### src/rtl/serial_addr_decoder_pkg.sv
// Shared serial-bus types: decoder FSM state encoding and a width helper.
// Also imported by the bus arbiter.
package serial_bus_pkg;

    typedef enum logic [1:0] {
        IDLE   = 2'd0,
        SHIFT  = 2'd1,
        DECODE = 2'd2,
        SELECT = 2'd3
    } dec_state_t;

    // Bits needed to represent the values 0..n-1 (never less than one).
    function automatic int id_width(input int n);
        return (n <= 2) ? 1 : $clog2(n);
    endfunction

endpackage

### src/rtl/serial_addr_decoder_if.sv
// Serial-bus signals between the arbiter/bus mux (master) and the address decoder (slave).
// ERR_CNT exists only when ADDR_ERR_CNT_EN is defined.
interface serial_addr_decoder_if #(
    parameter int NUM_SLAVES = 3
);
    logic                  B_UTIL;
    logic                  A_ADD;
    logic                  B_BUS_OUT;
    logic [NUM_SLAVES-1:0] B_SBSY;
    logic [NUM_SLAVES-1:0] AD_SEL;
    logic [NUM_SLAVES-1:0] SPL_SEL;
    logic                  ADDR_ERR;
    logic                  DEC_DONE;
`ifdef ADDR_ERR_CNT_EN
    logic [7:0]            ERR_CNT;
`endif

    modport master (
        output B_UTIL, A_ADD, B_BUS_OUT, B_SBSY,
        input  AD_SEL, SPL_SEL, ADDR_ERR, DEC_DONE
`ifdef ADDR_ERR_CNT_EN
        , input ERR_CNT
`endif
    );

    modport slave (
        input  B_UTIL, A_ADD, B_BUS_OUT, B_SBSY,
        output AD_SEL, SPL_SEL, ADDR_ERR, DEC_DONE
`ifdef ADDR_ERR_CNT_EN
        , output ERR_CNT
`endif
    );

endinterface

### src/rtl/serial_addr_decoder_addr_shift_reg.sv
// MSB-first serial-in shift register for the device id with a saturating bit counter.
// clr together with en loads din as the first bit of a new phase.
module addr_shift_reg
    import serial_bus_pkg::*;
#(
    parameter int DEV_BITS = 2
) (
    input  logic                CLK,
    input  logic                RSTN,
    input  logic                clr,
    input  logic                en,
    input  logic                din,
    output logic [DEV_BITS-1:0] id,
    output logic                cnt_full
);
    localparam int CW = id_width(DEV_BITS + 1);

    logic [CW-1:0] cnt;

    assign cnt_full = (cnt == CW'(DEV_BITS));

    // NOTE: sequential state uses non-blocking assignments so every flop samples pre-edge values.
    always_ff @(posedge CLK) begin
        if (!RSTN) begin
            id  <= '0;
            cnt <= '0;
        end else if (clr) begin
            id  <= en ? DEV_BITS'(din) : '0;
            cnt <= en ? CW'(1) : '0;
        end else if (en && !cnt_full) begin
            id  <= DEV_BITS'({id, din});
            cnt <= cnt + CW'(1);
        end
    end

endmodule

### src/rtl/serial_addr_decoder.sv
// Serial slave-address decoder: FSM, one-hot select, split-pending flags.
// Define ADDR_ERR_CNT_EN to add the saturating ERR_CNT address-error counter.
module serial_addr_decoder
    import serial_bus_pkg::*;
#(
    parameter int                    NUM_SLAVES = 3,
    parameter int                    DEV_BITS   = 2,
    parameter logic [NUM_SLAVES-1:0] SPLIT_MASK = 3'b100
) (
    input logic                  CLK,
    input logic                  RSTN,
    serial_addr_decoder_if.slave bus
);
    dec_state_t state, state_nxt;

    logic [DEV_BITS-1:0]   id;
    logic                  cnt_full;
    logic                  sr_clr, sr_en;
    logic [NUM_SLAVES-1:0] id_hot, split_set;
    logic                  dec_err, dec_split;
    logic [NUM_SLAVES-1:0] ad_sel_d, spl_sel_d;
    logic                  addr_err_d, dec_done_d;

    addr_shift_reg #(.DEV_BITS(DEV_BITS)) u_shift (
        .CLK      (CLK),
        .RSTN     (RSTN),
        .clr      (sr_clr),
        .en       (sr_en),
        .din      (bus.B_BUS_OUT),
        .id       (id),
        .cnt_full (cnt_full)
    );

    always_ff @(posedge CLK) begin
        if (!RSTN) state <= IDLE;
        else       state <= state_nxt;
    end

    always_comb begin
        state_nxt = state;
        if (!bus.B_UTIL) begin
            state_nxt = IDLE;
        end else begin
            unique case (state)
                IDLE:    if (bus.A_ADD)  state_nxt = SHIFT;
                SHIFT:   if (!bus.A_ADD) state_nxt = DECODE;
                DECODE:  state_nxt = (dec_err || dec_split) ? IDLE : SELECT;
                SELECT:  if (bus.A_ADD)  state_nxt = SHIFT;
                default: state_nxt = IDLE;
            endcase
        end
    end

    // Decode of the captured id; only meaningful while in DECODE.
    always_comb begin
        // NOTE: every combinational output gets a default first so no latch is inferred.
        id_hot = '0;
        for (int i = 0; i < NUM_SLAVES; i++) id_hot[i] = (int'(id) == i);
        dec_err   = !cnt_full || (int'(id) >= NUM_SLAVES);
        split_set = (bus.B_UTIL && state == DECODE && !dec_err)
                    ? (id_hot & SPLIT_MASK & bus.B_SBSY) : '0;
        dec_split = |split_set;
    end

    always_comb begin
        sr_clr     = !bus.B_UTIL || (bus.A_ADD && (state == IDLE || state == SELECT));
        sr_en      = bus.B_UTIL && bus.A_ADD && (state != DECODE);
        ad_sel_d   = bus.AD_SEL;
        addr_err_d = 1'b0;
        dec_done_d = 1'b0;
        spl_sel_d  = split_set | (bus.SPL_SEL & bus.B_SBSY);
        if (!bus.B_UTIL) begin
            ad_sel_d = '0;
        end else if (state == DECODE) begin
            dec_done_d = 1'b1;
            addr_err_d = dec_err;
            ad_sel_d   = (dec_err || dec_split) ? '0 : id_hot;
        end else if (state == SELECT && bus.A_ADD) begin
            ad_sel_d = '0;
        end
    end

    always_ff @(posedge CLK) begin
        if (!RSTN) begin
            bus.AD_SEL   <= '0;
            bus.SPL_SEL  <= '0;
            bus.ADDR_ERR <= 1'b0;
            bus.DEC_DONE <= 1'b0;
        end else begin
            bus.AD_SEL   <= ad_sel_d;
            bus.SPL_SEL  <= spl_sel_d;
            bus.ADDR_ERR <= addr_err_d;
            bus.DEC_DONE <= dec_done_d;
        end
    end

`ifdef ADDR_ERR_CNT_EN
    logic [7:0] err_cnt;

    always_ff @(posedge CLK) begin
        if (!RSTN)                              err_cnt <= '0;
        else if (addr_err_d && err_cnt != 8'hFF) err_cnt <= err_cnt + 8'd1;
    end

    assign bus.ERR_CNT = err_cnt;
`endif

endmodule

### src/flat_wrapper.sv
// flat-port wrapper written by rule: the top's interface ports become plain ports
module serial_addr_decoder_flat import serial_bus_pkg::*;
#(
    parameter int                    NUM_SLAVES = 3,
    parameter int                    DEV_BITS   = 2,
    parameter logic [NUM_SLAVES-1:0] SPLIT_MASK = 3'b100
)
  (CLK, RSTN, bus_B_UTIL, bus_A_ADD, bus_B_BUS_OUT, bus_B_SBSY, bus_AD_SEL, bus_SPL_SEL, bus_ADDR_ERR, bus_DEC_DONE);
  serial_addr_decoder_if #(.NUM_SLAVES(NUM_SLAVES)) bus_i ();
  input logic CLK;
  input logic RSTN;
  input wire logic [$bits(bus_i.B_UTIL)-1:0] bus_B_UTIL;
  input wire logic [$bits(bus_i.A_ADD)-1:0] bus_A_ADD;
  input wire logic [$bits(bus_i.B_BUS_OUT)-1:0] bus_B_BUS_OUT;
  input wire logic [$bits(bus_i.B_SBSY)-1:0] bus_B_SBSY;
  output wire logic [$bits(bus_i.AD_SEL)-1:0] bus_AD_SEL;
  output wire logic [$bits(bus_i.SPL_SEL)-1:0] bus_SPL_SEL;
  output wire logic [$bits(bus_i.ADDR_ERR)-1:0] bus_ADDR_ERR;
  output wire logic [$bits(bus_i.DEC_DONE)-1:0] bus_DEC_DONE;
  assign bus_i.B_UTIL = bus_B_UTIL;
  assign bus_i.A_ADD = bus_A_ADD;
  assign bus_i.B_BUS_OUT = bus_B_BUS_OUT;
  assign bus_i.B_SBSY = bus_B_SBSY;
  assign bus_AD_SEL = bus_i.AD_SEL;
  assign bus_SPL_SEL = bus_i.SPL_SEL;
  assign bus_ADDR_ERR = bus_i.ADDR_ERR;
  assign bus_DEC_DONE = bus_i.DEC_DONE;
  serial_addr_decoder #(.NUM_SLAVES(NUM_SLAVES), .DEV_BITS(DEV_BITS), .SPLIT_MASK(SPLIT_MASK)) u_core (.CLK(CLK), .RSTN(RSTN), .bus(bus_i));
endmodule
### config.mk
export PLATFORM = sky130hd
export DESIGN_NAME = serial_addr_decoder_flat
export DESIGN_NICKNAME = d
export VERILOG_FILES = /design/src/rtl/serial_addr_decoder_pkg.sv /design/src/rtl/serial_addr_decoder_if.sv /design/src/rtl/serial_addr_decoder_addr_shift_reg.sv /design/src/rtl/serial_addr_decoder.sv /design/src/flat_wrapper.sv
export SDC_FILE = /design/constraint.sdc
export NUM_CORES = 1
export LEC_CHECK = 0
export BUFFER_PORTS_ARGS = -buffer_cell sky130_fd_sc_hd__buf_2
export CORE_ASPECT_RATIO = 0.6
export CORE_MARGIN = 4
export CORE_UTILIZATION = 25
export DETAILED_ROUTE_END_ITERATION = 8
export HOLD_SLACK_MARGIN = 0.08
export PLACE_DENSITY = 0.52
export SLEW_MARGIN = 40
export SYNTH_ARGS = -nofsm -noshare
export SYNTH_HDL_FRONTEND = slang
export SYNTH_SLANG_ARGS = --single-unit
### constraint.sdc
create_clock -name CLK -period 1.43 [get_ports CLK]
set_clock_uncertainty 0.05 [all_clocks]
set_input_delay 0.0715 -clock CLK [delete_from_list [all_inputs] [get_ports CLK]]
set_output_delay 0.0715 -clock CLK [all_outputs]
set_load 0.005 [all_outputs]
# Word-level counts from Yosys, hierarchy flattened
# Cells that the tools add are included.
[op_classes]
add_sub_neg = 1
magnitude_cmp = 1
eq_ne = 9
n_mux = 15
bitwise_logic = 3
reduce_logical = 23
[op_table]
columns = ["cell", "count"]
rows = [
  ["$mux W2", 7],
  ["$mux W3", 4],
  ["$eq A2 B2 Y1 const B", 5],
  ["$logic_and A1 B1 Y1", 7],
  ["$and A3 B3 Y3", 2],
  ["$pmux W2 S3", 1],
  ["$logic_not A2 Y1", 2],
  ["$logic_or A1 B1 Y1", 4],
  ["$ne A2 B2 Y1 const B", 2],
  ["$reduce_and A2 Y1", 2],
  ["$reduce_bool A2 Y1", 2],
  ["$logic_not A1 Y1", 3],
  ["$mux W1", 3],
  ["$or A3 B3 Y3", 1],
  ["$reduce_and A3 Y1", 1],
  ["$reduce_or A3 Y1", 1],
  ["$add A2 B1 Y2 const B", 1],
  ["$eq A2 B1 Y1 const B", 1],
  ["$ge A2 B2 Y1 const B", 1],
  ["$ne A2 B1 Y1 const B", 1],
  ["$reduce_or A2 Y1", 1],
]
[word_totals]
register_bits = 14
inputBits = 8
output_inout_bits = 8
wordCells = 59

# Longest topological paths before layout
# Gate-level depths: netlist of the first run.
[depth]
depth_word = 10
mapped_depth = 5
ltp_nobuf = 5

# Cells and area by module
# Synthesis of the first run repeated with hierarchy kept, for this count alone.
[unflattened]
cells_unflattened = 73
hier_area_um2 = 640.6
[modules_own_cells]
columns = ["module", "n_inst", "cells_per_inst", "area_per_inst_um2", "seq_area_each_um2"]
rows = [
  ["serial_addr_decoder", 1, 52, 450.4, 200.2],
  ["addr_shift_reg", 1, 21, 190.2, 80.1],
]

# Worst setup path before layout of the first run
# No wires, ideal clock.
[synth_timing]
path_kind = "reg-to-reg"
start = "reg u_core.state[0]"
end = "reg u_core.u_shift.id[0]"
setup_ns = 0.072
arrival_ns = 1.318
required_time_ns = 1.308
path_slack_ns = -0.010
path_stages_with_launch = 6
n_path_buf = 0
period_less_slack_ns = 1.440
path_cell_list = "dfxtp_1 inv_1 ha_1 o21bai_4 a21boi_4 mux2i_1"
[synth_via]
elab_chain_len = 5
word_cells_on_any_way = 11
classes_between = "2 x eq/ne; 2 x mux; 7 x reduce/logical"
[synth_lines]
columns = ["item", "line_no", "rtl"]
rows = [
  ["start: declaration", "serial_addr_decoder.sv:14", "dec_state_t state, state_nxt;"],
  ["start signal: assignment", "serial_addr_decoder.sv:36", "else state <= state_nxt;"],
  ["$eq A2 B2 Y1 / $logic_not A2 Y1 (equally long branches)", "serial_addr_decoder.sv:66", "sr_clr = !bus.B_UTIL || (bus.A_ADD && (state == IDLE || state == SELECT));"],
  ["$logic_or A1 B1 Y1", "serial_addr_decoder.sv:66", ""],
  ["$logic_and A1 B1 Y1", "serial_addr_decoder.sv:66", ""],
  ["$logic_or A1 B1 Y1", "serial_addr_decoder.sv:66", ""],
  ["$mux W2 / $reduce_bool A2 Y1 (equally long branches)", "--", ""],
  ["end signal: assignment", "serial_addr_decoder_addr_shift_reg.sv:28", "id <= en ? DEV_BITS'(din) : '0;"],
  ["end signal: assignment", "serial_addr_decoder_addr_shift_reg.sv:31", "id <= DEV_BITS'({id, din});"],
  ["end: declaration", "serial_addr_decoder_addr_shift_reg.sv:13", "output logic [DEV_BITS-1:0] id,"],
]
# Several ways; a longest one is shown, not always the timed one.
# A chain may end at the register's enable or synchronous reset.

# Final worst setup path of the first run
[layout_timing]
start = "reg u_core.state[0]"
end = "reg u_core.u_shift.cnt[1]"
[layout_via]
elab_chain_len = 5
word_cells_on_any_way = 10
classes_between = "2 x eq/ne; 1 x mux; 7 x reduce/logical"
[layout_lines]
columns = ["item", "line_no", "rtl"]
rows = [
  ["$eq A2 B2 Y1 / $logic_not A2 Y1 (equally long branches)", "serial_addr_decoder.sv:66", ""],
  ["$logic_or A1 B1 Y1", "serial_addr_decoder.sv:66", ""],
  ["$logic_and A1 B1 Y1", "serial_addr_decoder.sv:66", ""],
  ["$logic_or A1 B1 Y1", "serial_addr_decoder.sv:66", ""],
  ["$mux W2 / $reduce_bool A2 Y1 (equally long branches)", "--", ""],
  ["end signal: assignment", "serial_addr_decoder_addr_shift_reg.sv:29", "cnt <= en ? CW'(1) : '0;"],
  ["end signal: assignment", "serial_addr_decoder_addr_shift_reg.sv:32", "cnt <= cnt + CW'(1);"],
  ["end: declaration", "serial_addr_decoder_addr_shift_reg.sv:18", "logic [CW-1:0] cnt;"],
]
# Several ways; a longest one is shown, not always the timed one.

==> results, run 1 <==
- The initial antenna violation count is 0.
- Clock latency on the worst-skew pair, taken at its later pin, is 240 ps.
- The floorplan step defined a core boundary enclosing 2570 sq um.
- For this block, the via count after detailed routing is 565.
- The kind of capture point of the worst setup path is a flop.
- The analysis attributes to net switching a power of 0.201 mW.
- In this run the cell area of the synthesized design comes to 689 sq um.
- Setup violations remaining at the end of the flow were counted as 0.
- After synthesis, the share of flip-flops with an asynchronous set or reset is 0%.
- In the synthesized netlist the dominant register cell turns out to be sky130_fd_sc_hd__dfxtp_1.
- 16 I/O pins were placed.
- In the final layout, the share of cells above drive strength 1 is a little over a third.
- The hold path depth is 3.
- The minimum hold slack is 106 ps.
- The setup total negative slack is 0 ps.
- The number of H-tree levels is 1.
- The largest area contributor in the synthesized netlist is sky130_fd_sc_hd__dfxtp_1.
- The depth of the worst register-to-register path is 5.
- The final-report hold violation count was 0.
- After detailed routing, the average wire length per cell comes to 12.1 um.
- The net switching fraction of the power is 22.3%.
- In the post-synthesis netlist, the cell with the most instances is sky130_fd_sc_hd__dfxtp_1.
- Summing the sequential cell areas from Yosys gives between 40% and 50% of the chip area.
- The die area is 3690 sq um.
- For the pin with the worst max-slew slack, the measured transition is 300 ps.
- The number of nets in the synthesized netlist is 81.
- The clock sink total is 14.
- Buffers placed on the I/O ports in this run total 15.
- No sink is reached through more buffers than the 2 on the longest clock path.
- The internal power of the cells totals approximately 0.7 mW.
- At the end of routability-driven placement, the weighted congestion stood at 0.732.
- The top fanout value on the critical path is 8.
- The sequential fraction of design power is between 40 and 50%.
- The via count of the first global-routing pass is 526.
- The highest clock rate is 0.730 GHz.
- The average cell area after synthesis is 9.99 sq um.
- The total power per unit cell area is 965 nW/um^2.
- After clock tree synthesis, the clock-pin slew on the worst setup and hold paths is 60 ps.
- The final HPWL from detailed placement is 1110 um.
- Measured along the x axis, the die boundary spans 75.8 um.
- IR analysis of the VDD net gives a maximum drop of 0.000327 V.
- The routed design has approximately 1500 um of wire.
- The starting density of the core is between 20% and 30%.
- In this run the worst hold path is classified as input port to flop.
- Counting flops with a built-in enable in the synthesized netlist gives 0.
- Sorting the synthesized cells by area gives the leading types as sky130_fd_sc_hd__dfxtp_1 41%, sky130_fd_sc_hd__ha_1 7.3%, sky130_fd_sc_hd__a21oi_1 3.6%, sky130_fd_sc_hd__and3_1 3.6%, sky130_fd_sc_hd__mux2i_1 2.9%.
- For this run the aggregate overflow at the end of global routing stands at 0.
- The flow ran to the end, and the final reports show no timing, DRC or antenna violations.
- In this run, the number of DRC markers left after iteration 0 of detailed routing was 21.
- The max-slew violation count is 0.
- Data on the critical path arrives at its endpoint at 1460 ps.
- The via density per instance is 4.56.
- The combinational share of power is approximately an eighth.
- The leakage component of the power is 0.410 nW.
- TritonCTS created 3 clock buffers.
- The global-route total usage across every layer is 8.84%.
- In this run the core area contains 14 standard-cell rows.
- The pin count of the biggest net entering global routing is 10.
- The area share of the leading cell type in the synthesized netlist is 40.7%.
- Clock tree synthesis selected as its root buffer the cell sky130_fd_sc_hd__clkbuf_8.
- In the synthesized netlist, the number of instances is 69.
- The final layout contains about 110 nets.
- The synthesis warning total is 0.
- The number of iterations in the first detailed-routing pass is 4.
- The critical path is of the flop to flop type.
- The part of the power in the clock network is 42.8%.
- Setup repair after global routing left no endpoint under its margin.
- In this run, distinct cell masters in the synthesized netlist total 31.
- The clock period could shrink to 1370 ps.
- Across the run, the number of max-cap violations was 0.
- The number of placed instances with taps included is 115.
- The data required time of the worst path is 1520 ps.
- The type of element launching the critical path is a flop.
- In this run, synthesis produced a sequential element count of 14.
- The remaining routing DRC violations is 0.
- The clock tree from TritonCTS is done.
- Of the available clock period, the critical path in the final layout requires 95.8%.
- After the flow finishes, the layout carries non-filler instances totaling 124.
- The layout-stage area growth over the synthesis result is 35.4%.
- Once detail routing completed, the nets flagged for antenna violations numbered 0.
- By count the netlist is led by 14 x sky130_fd_sc_hd__dfxtp_1, 5 x sky130_fd_sc_hd__a21oi_1, 5 x sky130_fd_sc_hd__inv_1, 5 x sky130_fd_sc_hd__nand2_1, 5 x sky130_fd_sc_hd__nor2_1.
- The number of antenna repair diodes is 0.
- The global-route wire length before repair is 2520 um.
- The worst pin sits at a relative slew slack of 80.0%.
- The die is 48.7 um tall.
[cell type report]
class	instances	area (sq um)
sequential	14	283
multi-input combinational	48	404
tap	32	40.0
fill	257	1640
clock buffer	4	55.1
timing repair buffer	21	133
inverter	5	18.8
[power by group through the flow]
| stage | Clock [mW] | Combinational (mW) | Sequential [mW] |
|---|---|---|---|
| CTS | 0.400 | 0.107 | 0.404 |
| finish | 0.385 | 0.111 | 0.404 |
| detailed placement | 0 | 0.0943 | 0.412 |
| global placement | 0 | 0.0943 | 0.412 |
| global route | 0.412 | 0.123 | 0.405 |
| floorplan | 0 | 0.0707 | 0.411 |
[metal layers]
layer / vias up / track usage [%] / wire length (um) / share of wire [%]
met5: - / 0 / 0 / 0
met2: 13 / 10.4 / 562 / 38
met1: 258 / 14.2 / 831 / 56
met3: 0 / 4.55 / 103 / 6.9
met4: 0 / 0.872 / 0 / 0
li1: 294 / - / - / -
[flip-flops by register name, indices dropped and copies added, names as in the netlist]
register / count
u_core.u_shift.cnt: 2
u_core.state: 2
u_core.bus.SPL_SEL: 3
u_core.bus.AD_SEL: 3
u_core.bus.DEC_DONE: 1
u_core.bus.ADDR_ERR: 1
u_core.u_shift.id: 2
[cells by family (layout without fill, tap and decap cells)]
group | after synthesis | count (layout) | synth area share, %
AOI/OAI and AO/OA | 16 | 16 | 20.7
buffers and inverters | 7 | 30 | 5.08
muxes | 2 | 2 | 2.90
DFF | 14 | 14 | 40.7
adders and majority gates | 4 | 4 | 7.26
and+or+nand+nor | 26 | 26 | 23.4
[worst max-delay path, stage by stage (launching register included)]
cell,delay (ps)
sky130_fd_sc_hd__dfxtp_2,320
sky130_fd_sc_hd__inv_1,70
sky130_fd_sc_hd__ha_4,320
sky130_fd_sc_hd__o21bai_4,140
sky130_fd_sc_hd__a21boi_4,90
sky130_fd_sc_hd__a32o_2,260
[path summary, 6_finish.rpt]
path                                                   startpoint                                 end  slack [ps]
worst max-delay path                 u_core.state[0]$_SDFFE_PN0P_  u_core.u_shift.cnt[1]$_SDFFE_PN0P_          60
worst min-delay path                                   bus_B_UTIL    u_core.bus.SPL_SEL[2]$_SDFF_PN0_         110
worst max register to register       u_core.state[0]$_SDFFE_PN0P_  u_core.u_shift.cnt[1]$_SDFFE_PN0P_          60
worst min register to register  u_core.bus.AD_SEL[2]$_SDFFE_PN0P_   u_core.bus.AD_SEL[2]$_SDFFE_PN0P_         410
[metrics by stage]
step           instance area, sq um  util (%)  setup WS, ps  power, mW
6_report                        933      36.2          59.4      0.901
5_1_grt                         933      36.2          2.14      0.941
4_1_cts                         922      35.8          17.5      0.911
3_5_place_dp                    808      31.4          5.85      0.507
3_3_place_gp                    808      31.4          48.3      0.506
2_1_floorplan                   702         -          93.3      0.482
[cell usage in the layout, fill, tap and decap left out, drive strengths merged]
master | Yosys | final
nand4b | 1 | 1
o22a | 1 | 1
ha | 4 | 4
dlygate4sd3 | 0 | 5
and2b | 1 | 1
nand4 | 2 | 2
inv | 5 | 5
and3 | 4 | 4
a21boi | 3 | 3
nand3 | 1 | 1
mux2i | 2 | 2
a211oi | 1 | 1
clkbuf | 0 | 4
a32o | 2 | 2
o21bai | 1 | 1
nor2b | 2 | 2
and2 | 1 | 1
and4bb | 1 | 1
nor4b | 1 | 1
a31oi | 1 | 1
nor3 | 1 | 1
a311oi | 1 | 1
dfxtp | 14 | 14
a32oi | 1 | 1
nand2 | 6 | 6
a21oi | 5 | 5
nor2 | 5 | 5
buf | 2 | 16
[what timing repair did]
action	4_1_cts	5_1_grt
endpoints found under the setup margin	4	4
setup buffers	0	0
pin swaps	0	2
hold buffers	5	0
gates resized for setup	2	3
hold endpoints to repair	4	0
Power figures use the tool's default switching activity.
==> run 2: changes to the inputs <==
--- a/config.mk
+++ b/config.mk
@@ -7,11 +7,11 @@
 export LEC_CHECK = 0
 export BUFFER_PORTS_ARGS = -buffer_cell sky130_fd_sc_hd__buf_2
 export CORE_ASPECT_RATIO = 0.6
-export CORE_MARGIN = 4
+export CORE_MARGIN = 8
 export CORE_UTILIZATION = 25
 export DETAILED_ROUTE_END_ITERATION = 8
 export HOLD_SLACK_MARGIN = 0.08
-export PLACE_DENSITY = 0.52
+export PLACE_DENSITY = 0.44
 export SLEW_MARGIN = 40
 export SYNTH_ARGS = -nofsm -noshare
 export SYNTH_HDL_FRONTEND = slang
==> run 2 against run 1 <==
Total power is 1.3% higher; critical path depth stayed put; cell count is 0.81% higher; clock power is 2% higher; non-clock buffer count is 1 higher; final area is 1.7% higher; combinational power is 5% higher; maximum frequency is 2.6% lower; flip-flop and latch count stayed put; sequential power hardly changed; routed wire length is 14% higher; sequential share of layout area is 0.65 points lower.
==> results, run 2 (synthesis gave the netlist of run 1 again) <==
- The data required time of the worst path is 1510 ps (about the same).
- The number of iterations in the first detailed-routing pass is 4 (unchanged).
- The post-CTS setup buffer count is 0 (unchanged).
- The critical path arrival is 1490 ps (+30 ps).
- TritonCTS built the clock tree.
- The ratio of cells with drive above 1 in the final layout is 37.6% (+1.8 points).
- The final-report setup violation count is 0 (unchanged).
- The number of antenna repair diodes is 0 (unchanged).
- The instance area at placement is 823 sq um (+1.9%).
- The final-report hold violation count was 0 (unchanged).
- The DRC violation total after the first TritonRoute iteration is 46 (+120%).
- The number of H-tree levels is 1 (unchanged).
- The flip-flop and latch area came to 282 sq um (-0.44%).
- The worst path setup slack after routing is 23.1 ps (-36.3 ps).
- In this run the worst hold path is classified as input port to flop.
- The pin count of the biggest net entering global routing is 10 (unchanged).
- The highest clock rate is 0.711 GHz (-2.6%).
- The pre-CTS setup slack came to -11.7 ps (-17.5 ps).
- The count of filler cells inserted in the layout is 263 (+2.3%).
- The worst slew margin relative to its limit was 81.7% (+1.7 points).
- The core occupancy in the finished layout is 37.1% (+0.88 points).
- The CTS buffer count is 3 (unchanged).
- The number of non-filler instances in the completed layout is 125 (+0.81%).
- The horizontal extent of the die is 83.8 um (+11%).
- The library cells used most frequently in the layout, excluding fill and tap cells, are 15 x sky130_fd_sc_hd__buf_2, 13 x sky130_fd_sc_hd__dfxtp_1, 5 x sky130_fd_sc_hd__inv_1, 5 x sky130_fd_sc_hd__nand2_1, 5 x sky130_fd_sc_hd__nor2_1.
- The average wire per standard cell is 13.7 um (+13%).
- The antenna violation net count after detailed routing is 0 (unchanged).
- The kind of critical path is flop to flop.
- The routed wire length came to 1710 um (+14%).
- The via density per instance is 4.55 (about the same).
- The number of placed instances with taps included is 117 (+1.7%).
- The post-route fraction of the period consumed by the critical path is 98.4% (+2.5 points).
- The final cell area excluding filler cells is 950 sq um (+1.7%).
- The number of rows created at floorplan is 14 (unchanged).
- The minimum hold slack is 83.8 ps (-22.4 ps).
- The deepest clock path buffer count was 2 (unchanged).
- The placeable core area is 2560 sq um (-0.68%).
- The number of nets in the finished design is 106 (+0.95%).
- The sum of overflow across all layers after global routing is 0 (unchanged).
- The max-slew violation count is 0 (unchanged).
- The setup total negative slack is 0 ps (unchanged).
- The port buffer count is 15 (unchanged).
- The boundary pin count came to 16 (unchanged).
- The clock latency on the worst-skew pair came to 250 ps (about the same).
- The run finished with clean final reports.
- The worst-case vdd ir drop was 0.000502 V (+53%).
- The final HPWL from detailed placement is 1230 um (+11%).
- The die area is 4750 sq um (+29%).
- The number of vias in the routed layout was 569 (+0.71%).
- The global-route wire length before repair came to 2760 um (+9.6%).
- The clock sink total was 14 (unchanged).
- The clock-pin transition on the worst setup and hold timing paths is 60 ps (about the same).
- The number of max-capacitance violations reported was 0 (unchanged).
- The via count of the first global-routing pass was 568 (+8.0%).
- The vertical die dimension is 56.7 um (+16%).
- Leaving out fill and tap cells, the most frequent cell in the layout is sky130_fd_sc_hd__buf_2.
- The initial antenna violation count is 0 (unchanged).
- The sum of internal, switching and leakage power is 0.913 mW (+1.3%).
- In this run the clock root is driven by a sky130_fd_sc_hd__clkbuf_8.
- The starting density of the core is 27.0% (+0.18 points).
- The remaining routing DRC violations is 0 (unchanged).
- STA classifies the critical path endpoint as a flop.
- The total power per unit cell area is 961 nW/um^2 (-0.40%).
- The post-layout minimum cycle time is 1410 ps (+36.3 ps).
- The slew of the pin with the lowest slew margin is 273 ps (-27.2 ps).
- The leakage component of the power came to 0.418 nW (+1.9%).
- The final weighted congestion in routability-driven placement is 0.710 (-2.9%).
- The area growth from synthesis to layout is 37.7%.
- The global-route total usage across every layer came to 7.28% (-1.6 points).
- The top fanout value on the critical path was 5 (-3).
- The type of element launching the critical path is a flop.
- The footprint of the multi-input gates is 417 sq um (+3.1%).
- The largest registers in the layout are u_core.bus.AD_SEL (3), u_core.bus.SPL_SEL (3).
-- run 2: cell count changes in the layout (fill, tap and decap cells not counted), sizes merged --
cell	previous run	this run
buf	16	18
dlygate4sd3	5	4
-- run 2: power breakdown --
group / internal (mW) / switching [mW]
Combinational: 0.0595 / 0.0565
Clock: 0.244 / 0.148
Sequential: 0.398 / 0.00701
Total: 0.701 / 0.212
-- run 2: worst paths after layout --
kind	start	to	slack (ps)	depth (start not counted)
hold reg to reg	u_core.bus.AD_SEL[2]$_SDFFE_PN0P_	u_core.bus.AD_SEL[2]$_SDFFE_PN0P_	400	2
setup / recovery	u_core.u_shift.cnt[0]$_SDFFE_PN0P_	u_core.u_shift.cnt[0]$_SDFFE_PN0P_	20	5
setup reg to reg	u_core.u_shift.cnt[0]$_SDFFE_PN0P_	u_core.u_shift.cnt[0]$_SDFFE_PN0P_	20	5
hold / removal	RSTN	u_core.bus.SPL_SEL[2]$_SDFF_PN0_	80	3
-- run 2: timing repair --
action	CTS	global route
pin swaps	0	2
gates resized for setup	1	5
hold endpoints to repair	4	0
endpoints found under the setup margin	3	4
hold buffers	4	0
cloned	0	0
-- run 2: layer usage --
layer | vias up | global-route usage (%) | wire [um]
met4 | 0 | 1.47 | 8
met3 | 2 | 4.03 | 98
li1 | 296 | - | -
met5 | - | 0 | 0
met1 | 258 | 10.5 | 1010
met2 | 13 | 8.76 | 588
-- run 2: cell type report --
cell class              instances  share of cell area (%)
repair buffers                 22                    14.5
clock buffers                   4                    5.80
multi-input cells              48                    43.9
flip-flops and latches         14                    29.6
well taps                      32                    4.22
inverters                       5                    1.98
-- run 2: worst max-delay path, stage by stage (launching register included) --
cell	delay [ps]
sky130_fd_sc_hd__dfxtp_1	350
sky130_fd_sc_hd__inv_1	100
sky130_fd_sc_hd__ha_4	200
sky130_fd_sc_hd__nor4b_4	320
sky130_fd_sc_hd__a211oi_2	110
sky130_fd_sc_hd__a21boi_2	160
==> run 3: changes to the inputs <==
--- a/config.mk
+++ b/config.mk
@@ -5,7 +5,7 @@
 export SDC_FILE = /design/constraint.sdc
 export NUM_CORES = 1
 export LEC_CHECK = 0
-export BUFFER_PORTS_ARGS = -buffer_cell sky130_fd_sc_hd__buf_2
+export BUFFER_PORTS_ARGS = -buffer_cell sky130_fd_sc_hd__buf_4
 export CORE_ASPECT_RATIO = 0.6
 export CORE_MARGIN = 8
 export CORE_UTILIZATION = 25
==> run 3 against run 2 <==
Via count up 0.53%; maximum frequency increased by 4.0%; critical path depth did not move; combinational power is 7% higher; first-iteration DRC count decreased by 28%; highest routed layer unchanged.
==> results, run 3 (synthesis gave the netlist of run 1 again) <==
- The number of iterations in the first detailed-routing pass is 4 (unchanged).
- The capture instance of the worst register-to-register path is u_core.u_shift.id[0]$_SDFFE_PN0P_.
- The critical path goes through inv_1 -> ha_4 -> o21bai_4 -> a21boi_4 -> mux2i_1.
- The met3 routed wirelength is 81 um (-17%).
- The number of nets in the finished design is 108 (+1.9%).
- The global-route wire length before repair is 2820 um (+2.0%).
- Setup repair after global routing left no endpoint under its margin.
- The setup slack on the worst flop-to-flop path came to 80 ps (+50 ps).
- The root buffer selected by CTS is sky130_fd_sc_hd__clkbuf_8.
- The deepest clock path buffer count is 2 (unchanged).
- The slew of the pin with the lowest slew margin is 250 ps (-22.3 ps).
- The via count of the first global-routing pass came to 581 (+2.3%).
- The internal power of the cells is 0.712 mW (+1.6%).
- The worst-case vdd ir drop is 0.000435 V (-13%).
- The routed wire length was 1670 um (-2.1%).
- The slowest stage cell on the critical path is sky130_fd_sc_hd__dfxtp_2.
- The number of H-tree levels was 1 (unchanged).
- The setup total negative slack was 0 ps (unchanged).
- The worst slew margin relative to its limit is 83.3% (+1.6 points).
- The largest registers in the layout are u_core.bus.AD_SEL (3), u_core.bus.SPL_SEL (3).
- In this run the critical register-to-register path is launched from u_core.state[0]$_SDFFE_PN0P_.
- The final-report setup violation count is 0 (unchanged).
- The critical path arrival is 1490 ps (about the same).
- The count of filler cells inserted in the layout came to 262 (-0.38%).
- The post-layout minimum cycle time is 1350 ps (-54.1 ps).
- The global-route total usage across every layer came to 7.51% (+0.23 points).
- The post-route fraction of the period consumed by the critical path is 94.6% (-3.8 points).
- The starting density of the core was 27.0% (unchanged).
- The detailed router used layers up to and including met4.
- The horizontal extent of the die is 83.8 um (unchanged).
- The depth of the worst register-to-register path is 5 (unchanged).
- The combinational share of power is 13.4% (+0.7 points).
- The initial antenna violation count is 0 (unchanged).
- The vertical die dimension is 56.7 um (unchanged).
- The remaining routing DRC violations is 0 (unchanged).
- The largest incremental delay on the critical path is 320 ps (-30 ps).
- The length of routed wiring on met1 is 958 um (-5.4%).
- The CTS buffer count is 3 (unchanged).
- The highest clock rate is 0.739 GHz (+4.0%).
- Relative to the synthesized area, the layout overhead comes to 45.2%.
- The critical path depth came to 5 (unchanged).
- The worst path buffer plus inverter count was 1 (unchanged).
- The number of vias in the routed layout is 572 (+0.53%).
- The clock latency on the worst-skew pair is 250 ps (about the same).
- The placeable core area was 2560 sq um (unchanged).
- The total power per unit cell area is 925 nW/um^2 (-3.8%).
- The max-slew violation count is 0 (unchanged).
- The average wire per standard cell was 13.2 um (-3.7%).
- The boundary pin count is 16 (unchanged).
- The flow ran to the end, and the final reports show no timing, DRC or antenna violations.
- The part of the power in the clock network came to 42.9% (about the same).
- Grouping stages by cell kind, the critical path spends the most delay in compound AO/OA/AOI/OAI gates.
- The number of antenna repair diodes is 0 (unchanged).
- The final weighted congestion in routability-driven placement is 0.712 (+0.18%).
- The clock-pin transition on the worst setup and hold timing paths is 60 ps (about the same).
- The pin count of the biggest net entering global routing came to 10 (unchanged).
- The port buffer count is 15 (unchanged).
- The antenna violation net count after detailed routing is 0 (unchanged).
- The sum of overflow across all layers after global routing was 0 (unchanged).
- The number of rows created at floorplan was 14 (unchanged).
- The beginning of the critical path is u_core.state[0]$_SDFFE_PN0P_.
- The sequential fraction of design power is 43.7% (-0.6 points).
- The die area is 4750 sq um (unchanged).
- The number of max-capacitance violations reported was 0 (unchanged).
- The clock sink total is 14 (unchanged).
- The via density per instance is 4.50 (-1.1%).
- STA classifies the critical path startpoint as a flop.
- The worst setup path is captured at a flop.
- The sum of internal, switching and leakage power is 0.926 mW (+1.4%).
- The final-report hold violation count was 0 (unchanged).
- The data required time of the worst path is 1560 ps (+50 ps).
- The net load switching power is 0.214 mW (+0.91%).
- The net switching fraction of the power is 23.1% (-0.12 points).
- The top fanout value on the critical path is 5 (unchanged).
- The ratio of cells with drive above 1 in the final layout is 37.9% (+0.26 points).
- The capturing instance or port of the critical path is u_core.u_shift.id[0]$_SDFFE_PN0P_.
- The length of routed met2 wiring came to 584 um (-0.68%).
- The final HPWL from detailed placement is 1220 um (-0.66%).
- In the layout the commonest cells are 18 x sky130_fd_sc_hd__buf_4, 12 x sky130_fd_sc_hd__dfxtp_1, 6 x sky130_fd_sc_hd__dlygate4sd3_1.
- The post-CTS setup buffer count is 0 (unchanged).
- The library cell used most frequently in the layout, excluding fill and tap cells, is sky130_fd_sc_hd__buf_4.
- The kind of critical path is flop to flop.
- The leakage component of the power is 0.430 nW (+2.9%).
- In this run the worst hold path is classified as input port to flop.
- TritonCTS built the clock tree.
- The DRC violation total after the first TritonRoute iteration is 33 (-28%).
==> run 3: cell types whose count changed in the layout (fill, tap and decap cells not counted) <==
cell,delta
sky130_fd_sc_hd__a21oi_2,-1
sky130_fd_sc_hd__dfxtp_2,+1
sky130_fd_sc_hd__a311oi_1,-1
sky130_fd_sc_hd__a21oi_1,+1
sky130_fd_sc_hd__dlygate4sd3_1,+2
sky130_fd_sc_hd__buf_2,-15
sky130_fd_sc_hd__dfxtp_1,-1
sky130_fd_sc_hd__buf_4,+15
sky130_fd_sc_hd__a311oi_2,+1
sky130_fd_sc_hd__ha_4,-1
sky130_fd_sc_hd__ha_2,+1
==> run 3: area by class of cell <==
type	count	area, sq um	area share, %
timing repair buffer	24	195	19.5
multi-input combinational	48	409	40.9
sequential	14	283	28.2
tap	32	40.0	4.00
inverter	5	18.8	1.88
clock buffer	4	55.1	5.50
==> run 3: worst register-to-register path: stages (launching register included) <==
cell and delay, ps:
sky130_fd_sc_hd__dfxtp_2 320, sky130_fd_sc_hd__inv_1 90, sky130_fd_sc_hd__ha_4 230, sky130_fd_sc_hd__o21bai_4 180
sky130_fd_sc_hd__a21boi_4 220, sky130_fd_sc_hd__mux2i_1 200
==> run 3: through the flow <==
stage | cell area (sq um) | util (%) | std cells | worst slack, ps | hold WS, ps
final | 1000 | 39.1 | 127 | 77.2 | 84.1
after global routing | 1000 | 39.1 | 127 | 7.04 | 95.5
after CTS | 976 | 38.2 | 127 | 7.77 | 84.9
after global placement | 861 | 33.7 | 117 | 15.0 | 254
after floorplan | 702 | - | 69 | 93.3 | 148
after detailed placement | 861 | 33.7 | 117 | 9.09 | 267
==> run 3: worst min path at each step <==
stage,cells past startpoint,slack (ps),from,to
6_report,2,80,RSTN,u_core.bus.SPL_SEL[0]$_SDFF_PN0_
5_1_grt,2,100,RSTN,u_core.bus.SPL_SEL[1]$_SDFF_PN0_
4_1_cts,2,80,RSTN,u_core.bus.SPL_SEL[0]$_SDFF_PN0_
3_5_place_dp,2,270,bus_B_SBSY[1],u_core.bus.SPL_SEL[1]$_SDFF_PN0_
3_3_place_gp,2,250,bus_B_SBSY[1],u_core.bus.SPL_SEL[1]$_SDFF_PN0_
2_1_floorplan,2,150,bus_B_SBSY[2],u_core.bus.SPL_SEL[2]$_SDFF_PN0_
==> run 3: power groups by stage <==
stage | logic [mW] | clock network (mW) | registers (mW)
2_1_floorplan | 0.0707 | 0 | 0.411
3_3_place_gp | 0.106 | 0 | 0.413
3_5_place_dp | 0.103 | 0 | 0.413
4_1_cts | 0.117 | 0.406 | 0.404
5_1_grt | 0.137 | 0.429 | 0.406
6_report | 0.124 | 0.397 | 0.405
==> run 3: per-layer routing <==
layer	global-route usage, %	vias to the layer above
met1	10.2	253
met5	0	-
li1	-	302
met2	8.43	12
met3	3.45	5
met4	5.87	0
==> run 3: what timing repair did <==
| item | in CTS | in global routing |
|---|---|---|
| hold endpoints to repair | 4 | 0 |
| gates resized for setup | 0 | 6 |
| pin swaps | 1 | 3 |
| hold buffers | 6 | 0 |
| setup endpoints to repair | 1 | 9 |
